`src/rtl/sensor_status_encoder.sv`:
```
// sensor_status_encoder: synchronizes, debounces and prioritises three
// line sensors and an overcurrent comparator into a one-hot status code.
//
// Ports
//   clk        system clock, rising edge
//   rst_n      synchronous active-low reset
//   ir_left    left line sensor (async, 1 = line)
//   ir_center  center line sensor (async, 1 = line)
//   ir_right   right line sensor (async, 1 = line)
//   oc_in      overcurrent comparator (async, 1 = overcurrent)
//   oc_clear   one-cycle acknowledge of a latched overcurrent
//   number     one-hot status {L,C,R,O}, 0000 = nothing, registered
//   changed    one-cycle pulse while number shows a new value
//
// Parameter
//   DEBOUNCE_CYCLES  stable samples needed to accept a level (1..65535)
//
// Build option
//   SENSOR_OC_LATCH_EN  when defined, overcurrent stays latched until
//                       oc_clear arrives with the debounced oc low;
//                       when undefined, OC follows debounced oc and
//                       oc_clear is ignored.

module sensor_status_encoder #(
  parameter int DEBOUNCE_CYCLES = 16
) (
  input  logic       clk,
  input  logic       rst_n,
  input  logic       ir_left,
  input  logic       ir_center,
  input  logic       ir_right,
  input  logic       oc_in,
  input  logic       oc_clear,
  output logic [3:0] number,
  output logic       changed
);

  // Channel positions inside the 4-bit sensor vectors.
  localparam int CH_L = 0;
  localparam int CH_C = 1;
  localparam int CH_R = 2;
  localparam int CH_O = 3;

  // The counter has to be able to hold DEBOUNCE_CYCLES itself.
  localparam int CW = $clog2(DEBOUNCE_CYCLES + 1);
  localparam logic [CW-1:0] CNT_MAX = CW'(DEBOUNCE_CYCLES);

  localparam logic [3:0] NUM_NONE = 4'b0000;
  localparam logic [3:0] NUM_L    = 4'b1000;
  localparam logic [3:0] NUM_C    = 4'b0100;
  localparam logic [3:0] NUM_R    = 4'b0010;
  localparam logic [3:0] NUM_O    = 4'b0001;

  typedef enum logic [1:0] {
    S_IDLE  = 2'd0,
    S_TRACK = 2'd1,
    S_OC    = 2'd2
  } state_t;

  logic [3:0] w_raw;
  logic [3:0] r_sync1;
  logic [3:0] r_sync2;
  logic [3:0] w_deb;

  logic       w_l;
  logic       w_c;
  logic       w_r;
  logic       w_oc;
  logic       w_any_line;

  state_t     r_state;
  state_t     w_state_nxt;
  logic [3:0] w_track_code;
  logic [3:0] w_num_nxt;
  logic [3:0] r_number;
  logic       r_changed;

  assign w_raw = {oc_in, ir_right, ir_center, ir_left};

  // ------------------------------------------------------------
  // Two-flop synchronizers for all four asynchronous inputs.
  // ------------------------------------------------------------
  always_ff @(posedge clk) begin
    if (!rst_n) begin
      r_sync1 <= '0;
      r_sync2 <= '0;
    end else begin
      r_sync1 <= w_raw;
      r_sync2 <= r_sync1;
    end
  end

  // ------------------------------------------------------------
  // Per-channel debounce. The counter tracks how long the
  // synchronized level has disagreed with the accepted level.
  // Once it has reached CNT_MAX, the next edge adopts the
  // synchronized level; that extra edge is part of the
  // DEBOUNCE_CYCLES+3 end-to-end latency.
  // ------------------------------------------------------------
  for (genvar g = 0; g < 4; g++) begin : g_deb
    logic [CW-1:0] r_cnt;
    logic          r_lvl;

    always_ff @(posedge clk) begin
      if (!rst_n) begin
        r_cnt <= '0;
        r_lvl <= 1'b0;
      end else if (r_cnt == CNT_MAX) begin
        r_lvl <= r_sync2[g];
        r_cnt <= '0;
      end else if (r_sync2[g] == r_lvl) begin
        r_cnt <= '0;
      end else begin
        r_cnt <= r_cnt + CW'(1);
      end
    end

    assign w_deb[g] = r_lvl;
  end

  assign w_l        = w_deb[CH_L];
  assign w_c        = w_deb[CH_C];
  assign w_r        = w_deb[CH_R];
  assign w_oc       = w_deb[CH_O];
  assign w_any_line = w_l | w_c | w_r;

  // ------------------------------------------------------------
  // Line priority: center first, then left, then right. Left and
  // right together without center means the robot straddles the
  // line, which is reported as center.
  // ------------------------------------------------------------
  always_comb begin
    w_track_code = NUM_NONE;
    unique case (1'b1)
      w_c:                 w_track_code = NUM_C;
      (!w_c & w_l & w_r):  w_track_code = NUM_C;
      (!w_c & w_l & !w_r): w_track_code = NUM_L;
      (!w_c & !w_l & w_r): w_track_code = NUM_R;
      default:             w_track_code = NUM_NONE;
    endcase
  end

  // ------------------------------------------------------------
  // Next-state logic. Debounced overcurrent always wins.
  // ------------------------------------------------------------
  always_comb begin
    w_state_nxt = r_state;
    if (w_oc) begin
      w_state_nxt = S_OC;
    end else begin
      unique case (r_state)
        S_IDLE: begin
          if (w_any_line) w_state_nxt = S_TRACK;
        end
        S_TRACK: begin
          if (!w_any_line) w_state_nxt = S_IDLE;
        end
        S_OC: begin
`ifdef SENSOR_OC_LATCH_EN
          // Only an acknowledge seen with oc already low releases
          // the latch; an early acknowledge is simply dropped.
          if (oc_clear)
            w_state_nxt = w_any_line ? S_TRACK : S_IDLE;
`else
          w_state_nxt = w_any_line ? S_TRACK : S_IDLE;
`endif
        end
        default: w_state_nxt = S_IDLE;
      endcase
    end
  end

`ifndef SENSOR_OC_LATCH_EN
  // The acknowledge has no meaning without the latch.
  logic w_unused_oc_clear;
  assign w_unused_oc_clear = oc_clear;
`endif

  always_comb begin
    w_num_nxt = NUM_NONE;
    unique case (w_state_nxt)
      S_IDLE:  w_num_nxt = NUM_NONE;
      S_TRACK: w_num_nxt = w_track_code;
      S_OC:    w_num_nxt = NUM_O;
      default: w_num_nxt = NUM_NONE;
    endcase
  end

  // ------------------------------------------------------------
  // State and registered outputs. changed is produced on the
  // same edge that loads a different number, so it is high for
  // exactly the first cycle the new value is visible.
  // ------------------------------------------------------------
  always_ff @(posedge clk) begin
    if (!rst_n) begin
      r_state   <= S_IDLE;
      r_number  <= NUM_NONE;
      r_changed <= 1'b0;
    end else begin
      r_state   <= w_state_nxt;
      r_number  <= w_num_nxt;
      r_changed <= (w_num_nxt != r_number);
    end
  end

  assign number  = r_number;
  assign changed = r_changed;

endmodule

```
`config.mk`:
```
export PLATFORM = sky130hd
export DESIGN_NAME = sensor_status_encoder
export DESIGN_NICKNAME = d
export VERILOG_FILES = /design/src/rtl/sensor_status_encoder.sv
export SDC_FILE = /design/constraint.sdc
export NUM_CORES = 1
export LEC_CHECK = 0
export ABC_AREA = 1
export ABC_CLOCK_PERIOD_IN_PS = 1600
export CORE_MARGIN = 2
export CORE_UTILIZATION = 35
export CTS_CLUSTER_DIAMETER = 60
export CTS_CLUSTER_SIZE = 8
export DETAILED_ROUTE_END_ITERATION = 7
export PLACE_DENSITY = 0.54
export SLEW_MARGIN = 20
export SYNTH_ARGS = -nofsm -noshare
export SYNTH_HDL_FRONTEND = slang
export SYNTH_SLANG_ARGS = --single-unit
export TNS_END_PERCENT = 10
```
`constraint.sdc`:
```
create_clock -name clk -period 1.6 [get_ports clk]
set_clock_uncertainty 0.05 [all_clocks]
set_input_delay 0.32 -clock clk [delete_from_list [all_inputs] [get_ports clk]]
set_output_delay 0.32 -clock clk [all_outputs]
set_load 0.02 [all_outputs]
```
### Word-level counts from Yosys, hierarchy flattened

Index checks and enable logic that the tools add are counted.

* reductions and logical operators: 9
* add/subtract/negate cells: 4
* eq/ne operators: 13
* mux-type cells: 7
* bitwise gates (word level): 8

Operators with widths (count)
* 5-bit by 1-bit adder with 5-bit output, second input constant: 4
* 5-bit equality test, second input constant: 4
* 4-bit case mux with 3 select lines: 1
* 3-bit OR reduction: 4
* 4-bit case mux with 2 select lines: 1
* 2-bit 2-to-1 mux: 3
* 2-bit case mux with 3 select lines: 1
* 1-bit AND: 5
* 1-bit equality test: 4
* 2-bit by 1-bit equality test with 1-bit output, second input constant: 2
* 2-bit equality test, second input constant: 2
* 4-bit != test: 1
* 1-bit logical NOT: 3
* 2-bit logical NOT: 1
* 1-bit OR: 2
* 2-bit OR reduction: 1
* 1-bit 2-to-1 mux: 1
* 1-bit NOT: 1

* output and inout bits: 5
* input port bits: 7
* register bits: 39

### Longest topological paths before layout

Gate-level depths: netlist (run 1).

* depth in word-level cells: 8
* gate-level depth with buffers: 12
* mapped depth without buffers: 12

### Worst setup path after synthesis (run 1)

Ideal clock, no wire load.

* path type: flip-flop to flip-flop
* start: register g_deb[1].r_lvl
* end: register r_changed (netlist: changed)
* path buffers: 0
* data arrival time: 1.551 ns
* setup time: 0.115 ns
* path slack: -0.116 ns
* clock period less this slack: 1.716 ns
* cell stages (with the launch flop): 12
* cells stage by stage: dfxtp_1 nor2_1 nand2_1 and2_1 inv_1 ha_1 nor2_1 nand3_1 nand2_1 nand3_1 nor2_1 nor2_1

* longest elaborated chain between the ends: 8
* elaborated cells between the ends (all ways): 19
* classes of those cells: eq/ne (3); mux (7); bitwise (7); reduce/logical (2)

RTL lines
* start, declared: line 102 `logic r_lvl;`
* start signal, assigned: line 109 `r_lvl <= r_sync2[g];`
* 1-bit OR * (2 in series): line 125 `assign w_any_line = w_l | w_c | w_r;`
* 1-bit 2-to-1 mux, or another cell as far along: line 165 `w_state_nxt = w_any_line ? S_TRACK : S_IDLE;`
* 2-bit case mux with 3 select lines *: line 151 `unique case (r_state)`
* 2-bit 2-to-1 mux *: line 148 `if (w_oc) begin`
* net w_state_nxt[0]: line 72 `state_t w_state_nxt;`
* 2-bit equality test or 2-bit by 1-bit equality test with 1-bit output (tied branches): line 181 `unique case (w_state_nxt)`
* 4-bit case mux with 2 select lines *: line 181
* 4-bit != test *: line 202 `r_changed <= (w_num_nxt != r_number);`
* end signal, assigned: line 202
* end, declared: line 76 `logic r_changed;`

The timed path passes the listed nets; every way through them passes the cells marked *.
A chain may end at the register's enable or synchronous reset.

### Worst setup path after layout (run 1)

* start: register g_deb[0].r_lvl
* end: register r_changed (netlist: changed)

* longest elaborated chain between the ends: 8
* elaborated cells between the ends (all ways): 19
* classes of those cells: eq/ne (3); mux (7); bitwise (7); reduce/logical (2)

RTL lines (line)
* start, declared: 102
* start signal, assigned: 109
* 1-bit OR * (2 in series): 125
* 1-bit 2-to-1 mux, or another cell as far along: 165
* 2-bit case mux with 3 select lines *: 151
* 2-bit 2-to-1 mux *: 148
* net w_state_nxt[0]: 72
* 2-bit equality test or 2-bit by 1-bit equality test with 1-bit output (tied branches): 181
* 4-bit case mux with 2 select lines *: 181
* 4-bit != test *: 202

Marks and branches as above.

==> reports/results.ini, run 1 <==
[worst_setup_path]
arrival_ns=1.71
reg2regPathDepth=11
worst_setup_path_start_kind=flip-flop
worstReg2RegEnd=changed
worstSetupPathType=flip-flop to flip-flop
critPathMaxFanout=3
end_kind=flip-flop
slowest_delay_ns=0.34
timing.rr.start=g_deb[0].r_lvl
worstPathCellList=nor2_4 > nand2_1 > and2_4 > inv_4 > ha_4 > nor2_4 > nand3_1 > nand2_1 > nand3_1 > nor2_1 > nor2_1
ff2ff_setup_slack_ns=0.03
required_ns=1.74
crit_path_top_delay_cell=dfxtp_2

[sta]
min_period_ns=1.57
fin_hold_ws_ns=0.363
relSlewSlack_pct=79.6
setup_viol=0
worst_slew_pin_slew_ns=0.305
setup_ws_ns=0.0318
fmax_ghz=0.638
hold_viol=0
min_period_over_period_pct=98.0
tns_ns=0
grt_setup_unrepaired=yes
slew_viol_final=0

[clocking]
clkSinkCount=39
root_buffer=clkbuf_8
cts_hold_buf=0
cts_buffers=5
clockBufferDepth=2
clkTransAtPathRegs_ns=0.08
cts_tree=done
htreeDepth=2
clock_latency_ns=0.29

[layout]
seqCellArea_sq_um=785
antennaDiodeCount=0
multi_input_area_sq_um=696
nFillCells=419
fin_nets=239
drive_gt1_share_pct=15.8
area_growth_pct=24.8

[power]
vdd_drop_max_mv=0.582
cellLeakagePower_uw=0.000882
power_frac_seq_pct=53.9
p_int_uw=1460
power_uw=1840
combPwrFrac_pct=2.7
swShare_pct=20.3
power_frac_clock_pct=43.4
power.density_mw_per_mm2=931
p_sw_uw=373

[logic_synthesis]
yosysWarningCount=0
yosysUniqueCellTypes=18
avgSynthCellArea_sq_um=8.10
ys_ff_latch=39
synth_common_cells=39 x dfxtp_1, 36 x nor2_1, 34 x inv_1
synth_top_area_share_pct=49.4
syn_inst=195
async_flop_share_pct=0
ys_seq_area_share_pct=49.4
synth_top_area_cell=dfxtp_1
synth_edf_count=0
synth_area_leaders=dfxtp_1 49%, nor2_1 8.6%, inv_1 8.1%, ha_1 7.9%, nand2_1 5.9%
yosysMostFrequentCell=dfxtp_1
synth_nets=212
synthFlopType=dfxtp_1
synth_area_sq_mm=0.00158

[place]
dp_hpwl_mm=1.83
globalplace.congestion=0.718
place_ws_ns=-0.0334
port_buffers=10

[min_path]
hold_path_depth=2
min_from=r_sync1[0]
hold_path_end=r_sync2[0]
hold_path.class=flip-flop to flip-flop

[global_routing]
grt_pass1_wl_mm=4.35
grt_pass1_vias=1065
grt-ovfl-total=0
antenna_found_initial=0
grt_usage_pct=11.1
grt_max_degree=13

[routing]
vias=1156
wl_mm=2.46
wire_per_inst_microns=8.99
drt_iter0_drc=19
drcViolationCount=0
first_pass_iters=3
ant_nets=0
via_per_inst=4.22

[floorplan]
dieArea_sq_mm=0.00506
fp-row-count=24
die_h_microns=71.2
start_util_pct=36.3
pin_count=12
core-area_sq_mm=0.00435
die_w_microns=71.2

[flow_run]
maxCapViolations=0

[outcome]
status=complete, no violations

==> worst max-delay path by stage <==
stage	from	to	slack, ns	cells past startpoint
global route	g_deb[0].r_lvl	changed	-0.08	11
global placement	g_deb[1].r_lvl	changed	-0.01	11
finish	g_deb[0].r_lvl	changed	0.03	11
CTS	g_deb[0].r_lvl	changed	-0.04	11
detailed placement	g_deb[1].r_lvl	changed	-0.03	11
floorplan	g_deb[1].r_lvl	changed	0.004	11
==> layout by cell type (no fill, tap or decap) <==
| cell | netlist | routed |
|---|---|---|
| bufinv_16 | 0 | 1 |
| a21oi_1 | 5 | 5 |
| nor2_4 | 0 | 2 |
| ha_1 | 10 | 9 |
| ha_4 | 0 | 1 |
| clkbuf_8 | 0 | 5 |
| xnor2_1 | 3 | 3 |
| o21ai_0 | 4 | 4 |
| inv_1 | 34 | 32 |
| nand3_1 | 18 | 17 |
| nor2_2 | 2 | 2 |
| nand2_1 | 25 | 24 |
| inv_2 | 1 | 2 |
| dlygate4sd2_1 | 0 | 4 |
| nand2_2 | 0 | 1 |
| dfxtp_2 | 0 | 3 |
| buf_4 | 0 | 12 |
| nor2_1 | 36 | 34 |
| and2_4 | 0 | 1 |
| nand4_1 | 1 | 1 |
| dfxtp_1 | 39 | 36 |
| clkinvlp_4 | 0 | 1 |
| xor2_1 | 10 | 10 |
| clkdlybuf4s50_1 | 0 | 6 |
| inv_4 | 0 | 1 |
| nor3_1 | 2 | 2 |
| nand3_2 | 2 | 3 |
==> per-layer routing <==
| layer | vias to the layer above | routed length [microns] | global-route usage, % |
|---|---|---|---|
| li1 | 642 | - | - |
| met1 | 496 | 1210 | 13.2 |
| met2 | 13 | 1080 | 16.8 |
| met3 | 5 | 119 | 5.56 |
| met4 | 0 | 48 | 5.03 |
| met5 | - | 0 | 0 |
==> worst max-delay path: cells and delay by family (launching register included) <==
family                     cells  cell delay (ns)
DFF                            1             0.34
adders and majority gates      1             0.20
buffers and inverters          1             0.06
and+or+nand+nor                9             0.82
==> power groups by stage <==
stage / Combinational (uW) / Sequential (uW) / Clock, uW
finish: 50.4 / 989 / 796
global route: 60.2 / 990 / 865
CTS: 51.6 / 989 / 833
detailed placement: 51.4 / 1010 / 0
global placement: 51.8 / 1010 / 0
floorplan: 26.2 / 1010 / 0
==> registers in the layout, indices dropped and copies added (netlist names) <==
signal       cells
g_deb.r_lvl      4
number           4
g_deb.r_cnt     20
r_state          2
r_sync1          4
changed          1
r_sync2          4
==> stage by stage <==
step	std cells	utilization [%]	cell area, sq um
floorplan	195	-	1590
global placement	267	42.2	1840
detailed placement	267	42.2	1840
CTS	274	44.6	1940
global route	274	45.3	1970
finish	274	45.3	1970
==> kinds of logic (layout without fill, tap and decap cells) <==
| kind of cell | Yosys count | in the layout | synth area share [%] |
|---|---|---|---|
| DFF | 39 | 39 | 49.4 |
| buffers and inverters | 37 | 64 | 8.87 |
| xor gates and xnor gates | 13 | 13 | 7.21 |
| adders and majority gates | 10 | 10 | 7.92 |
| AOI/OAI and AO/OA | 9 | 9 | 2.85 |
| and+or+nand+nor | 87 | 87 | 23.7 |
==> final cells by class <==
type,count,area share (%)
inverters,35,6.79
clock inverters,2,1.90
repair buffers,22,9.40
flip-flops and latches,39,39.8
multi-input cells,119,35.3
well taps,52,3.30
clock buffers,5,3.49
==> timing repair <==
action | in CTS | in global routing
resized for setup | 5 | 8
setup buffers | 0 | 0
gates cloned | 0 | 0
setup endpoints to repair | 5 | 2
pin swaps | 0 | 2
No activity file was read; power rests on OpenSTA's default activity.
==> run 2, diff against run 1 <==
--- a/config.mk
+++ b/config.mk
@@ -7,7 +7,7 @@
 export LEC_CHECK = 0
 export ABC_AREA = 1
 export ABC_CLOCK_PERIOD_IN_PS = 1600
-export CORE_MARGIN = 2
+export CORE_MARGIN = 3
 export CORE_UTILIZATION = 35
 export CTS_CLUSTER_DIAMETER = 60
 export CTS_CLUSTER_SIZE = 8
==> reports/results.ini, run 2 (synthesized netlist as in run 1, its figures left out) <==
[place]
dp_hpwl_mm=1.76  ; -3.9%
globalplace.congestion=0.723  ; +0.71%
port_buffers=10  ; unchanged
place_inst=265  ; -0.75%
place_ws_ns=-0.0165  ; +0.0170 ns

[sta]
grt_setup_unrepaired=yes
min_period_over_period_pct=100  ; +2.0 points
min_period_ns=1.60  ; +0.0317 ns
slew_viol_final=0  ; unchanged
setup_ws_ns=0.000105  ; -0.0317 ns
hold_viol=0  ; unchanged
setup_viol=0  ; unchanged
tns_ns=0  ; unchanged
fin_hold_ws_ns=0.368  ; +0.00484 ns
worst_slew_pin_slew_ns=0.207  ; -0.0976 ns
fmax_ghz=0.625  ; -2.0%
relSlewSlack_pct=86.2  ; +6.5 points

[flow_run]
maxCapViolations=0  ; unchanged

[layout]
nFillCells=423  ; +0.95%
area_growth_pct=24.5
top_register=g_deb.r_cnt
antennaDiodeCount=0  ; unchanged
utilization_pct=47.1  ; +1.8 points
layout.cells.non_filler=273  ; -0.36%
layout_common_cells=36 x dfxtp_1, 33 x nor2_1, 32 x inv_1, 23 x nand2_1, 15 x nand3_1
final_common_cell=dfxtp_1
drive_gt1_share_pct=17.9  ; +2.2 points
fin_nets=239  ; unchanged
largest_reg_flops=20  ; unchanged

[routing]
via_per_inst=4.27  ; +1.1%
drcViolationCount=0  ; unchanged
drt_iter0_drc=27  ; +8
wire_per_inst_microns=9.00  ; about the same
ant_nets=0  ; unchanged
first_pass_iters=4  ; +1
wl_mm=2.46  ; -0.28%
vias=1165  ; +0.78%

[worst_setup_path]
arrival_ns=1.74  ; +0.03 ns
critPathBufInv=1  ; unchanged
end_kind=flip-flop
crit_path_top_delay_cell=dfxtp_2
critPathMaxFanout=3  ; unchanged
slowest_delay_ns=0.33  ; about the same
worstPathCellList=nor2_4 > nand2_2 > and2_4 > inv_4 > ha_4 > nor2_4 > nand3_2 > nand2_2 > nand3_2 > nor2_2 > nor2_1
worstSetupPathType=flip-flop to flip-flop
required_ns=1.74  ; about the same
worst_setup_path_start_kind=flip-flop
path_delay_family=simple AND/OR/NAND/NOR gates

[power]
power.density_mw_per_mm2=856  ; -8.1%
cellLeakagePower_uw=0.000881  ; about the same
vdd_drop_max_mv=0.579  ; -0.58%

[global_routing]
grt-ovfl-total=0  ; unchanged
antenna_found_initial=0  ; unchanged
grt_max_degree=13  ; unchanged
grt_pass1_vias=1087  ; +2.1%
grt_pass1_wl_mm=4.44  ; +2.2%
grt_usage_pct=10.8  ; -0.31 points

[clocking]
root_buffer=clkbuf_8
cts_buffers=5  ; unchanged
cts_tree=done
post_cts_buffers=0  ; unchanged
clkSinkCount=39  ; unchanged
clockBufferDepth=2  ; unchanged
htreeDepth=2  ; unchanged
clkTransAtPathRegs_ns=0.08  ; about the same
clock_latency_ns=0.28  ; about the same
cts_hold_buf=0  ; unchanged

[floorplan]
dieArea_sq_mm=0.00535  ; +5.7%
core-area_sq_mm=0.00417  ; -4.2%
start_util_pct=37.8  ; +1.6 points
pin_count=12  ; unchanged
fp-row-count=23  ; -4.2%
die_w_microns=73.2  ; +2.8%
die_h_microns=73.2  ; +2.8%

[min_path]
hold_path.class=flip-flop to flip-flop

[outcome]
status=complete, no violations

==> run 2: worst reg2reg max path, delay by kind of cell, from the launching register on <==
family | cells | cell delay (ns)
buffers and inverters | 1 | 0.05
adder cells (fa/ha/maj) | 1 | 0.19
AND/OR/NAND/NOR | 9 | 0.89
flip-flops | 1 | 0.33
==> run 2: where the power goes <==
group	leakage (uW)	switching [uW]	total (uW)	internal (uW)
Combinational	0.000522	25.6	52.3	26.7
Sequential	0.000318	6.78	989	982
Clock	0.0000412	337	642	304
==> run 2: path summary, 6_finish.rpt <==
kind	start	endpoint	slack, ns	cells after the start
max reg2reg	g_deb[1].r_lvl	changed	0.0001	11
min	r_sync1[2]	r_sync2[2]	0.37	2
max	g_deb[1].r_lvl	changed	0.0001	11
min reg2reg	r_sync1[2]	r_sync2[2]	0.37	2
==> run 2: per-layer routing <==
layer / up-vias / track usage, % / wire [microns]
met2: 16 / 16.7 / 1030
met4: 0 / 5.53 / 43
li1: 644 / - / -
met1: 498 / 13.2 / 1290
met5: - / 0 / 0
met3: 7 / 3.72 / 96
==> run 2: cell type report <==
cell class	count	area (sq um)	area share, %
well taps	50	62.6	3.18
multi-input cells	119	714	36.3
clock inverters	2	12.5	0.637
clock buffers	6	72.6	3.69
inverters	35	134	6.81
flip-flops and latches	39	785	39.9
repair buffers	22	185	9.42
==> run 2: per-stage QoR <==
step | power [uW] | area (sq um)
2_1_floorplan | 1040 | 1590
3_5_place_dp | 1070 | 1840
6_report | 1680 | 1970
4_1_cts | 1710 | 1920
3_3_place_gp | 1060 | 1840
5_1_grt | 1770 | 1970
==> run 2: what timing repair did <==
| action | CTS | global route |
|---|---|---|
| pin swaps | 0 | 8 |
| endpoints found under the setup margin | 5 | 2 |
| resized for setup | 5 | 13 |
==> run 3, diff against run 2 <==
--- a/config.mk
+++ b/config.mk
@@ -10,11 +10,10 @@
 export CORE_MARGIN = 3
 export CORE_UTILIZATION = 35
 export CTS_CLUSTER_DIAMETER = 60
-export CTS_CLUSTER_SIZE = 8
 export DETAILED_ROUTE_END_ITERATION = 7
 export PLACE_DENSITY = 0.54
 export SLEW_MARGIN = 20
 export SYNTH_ARGS = -nofsm -noshare
 export SYNTH_HDL_FRONTEND = slang
 export SYNTH_SLANG_ARGS = --single-unit
-export TNS_END_PERCENT = 10
+export TNS_END_PERCENT = 1
==> results of run 3 <==
Final layout, timing and power as in run 2 (identical DEF).
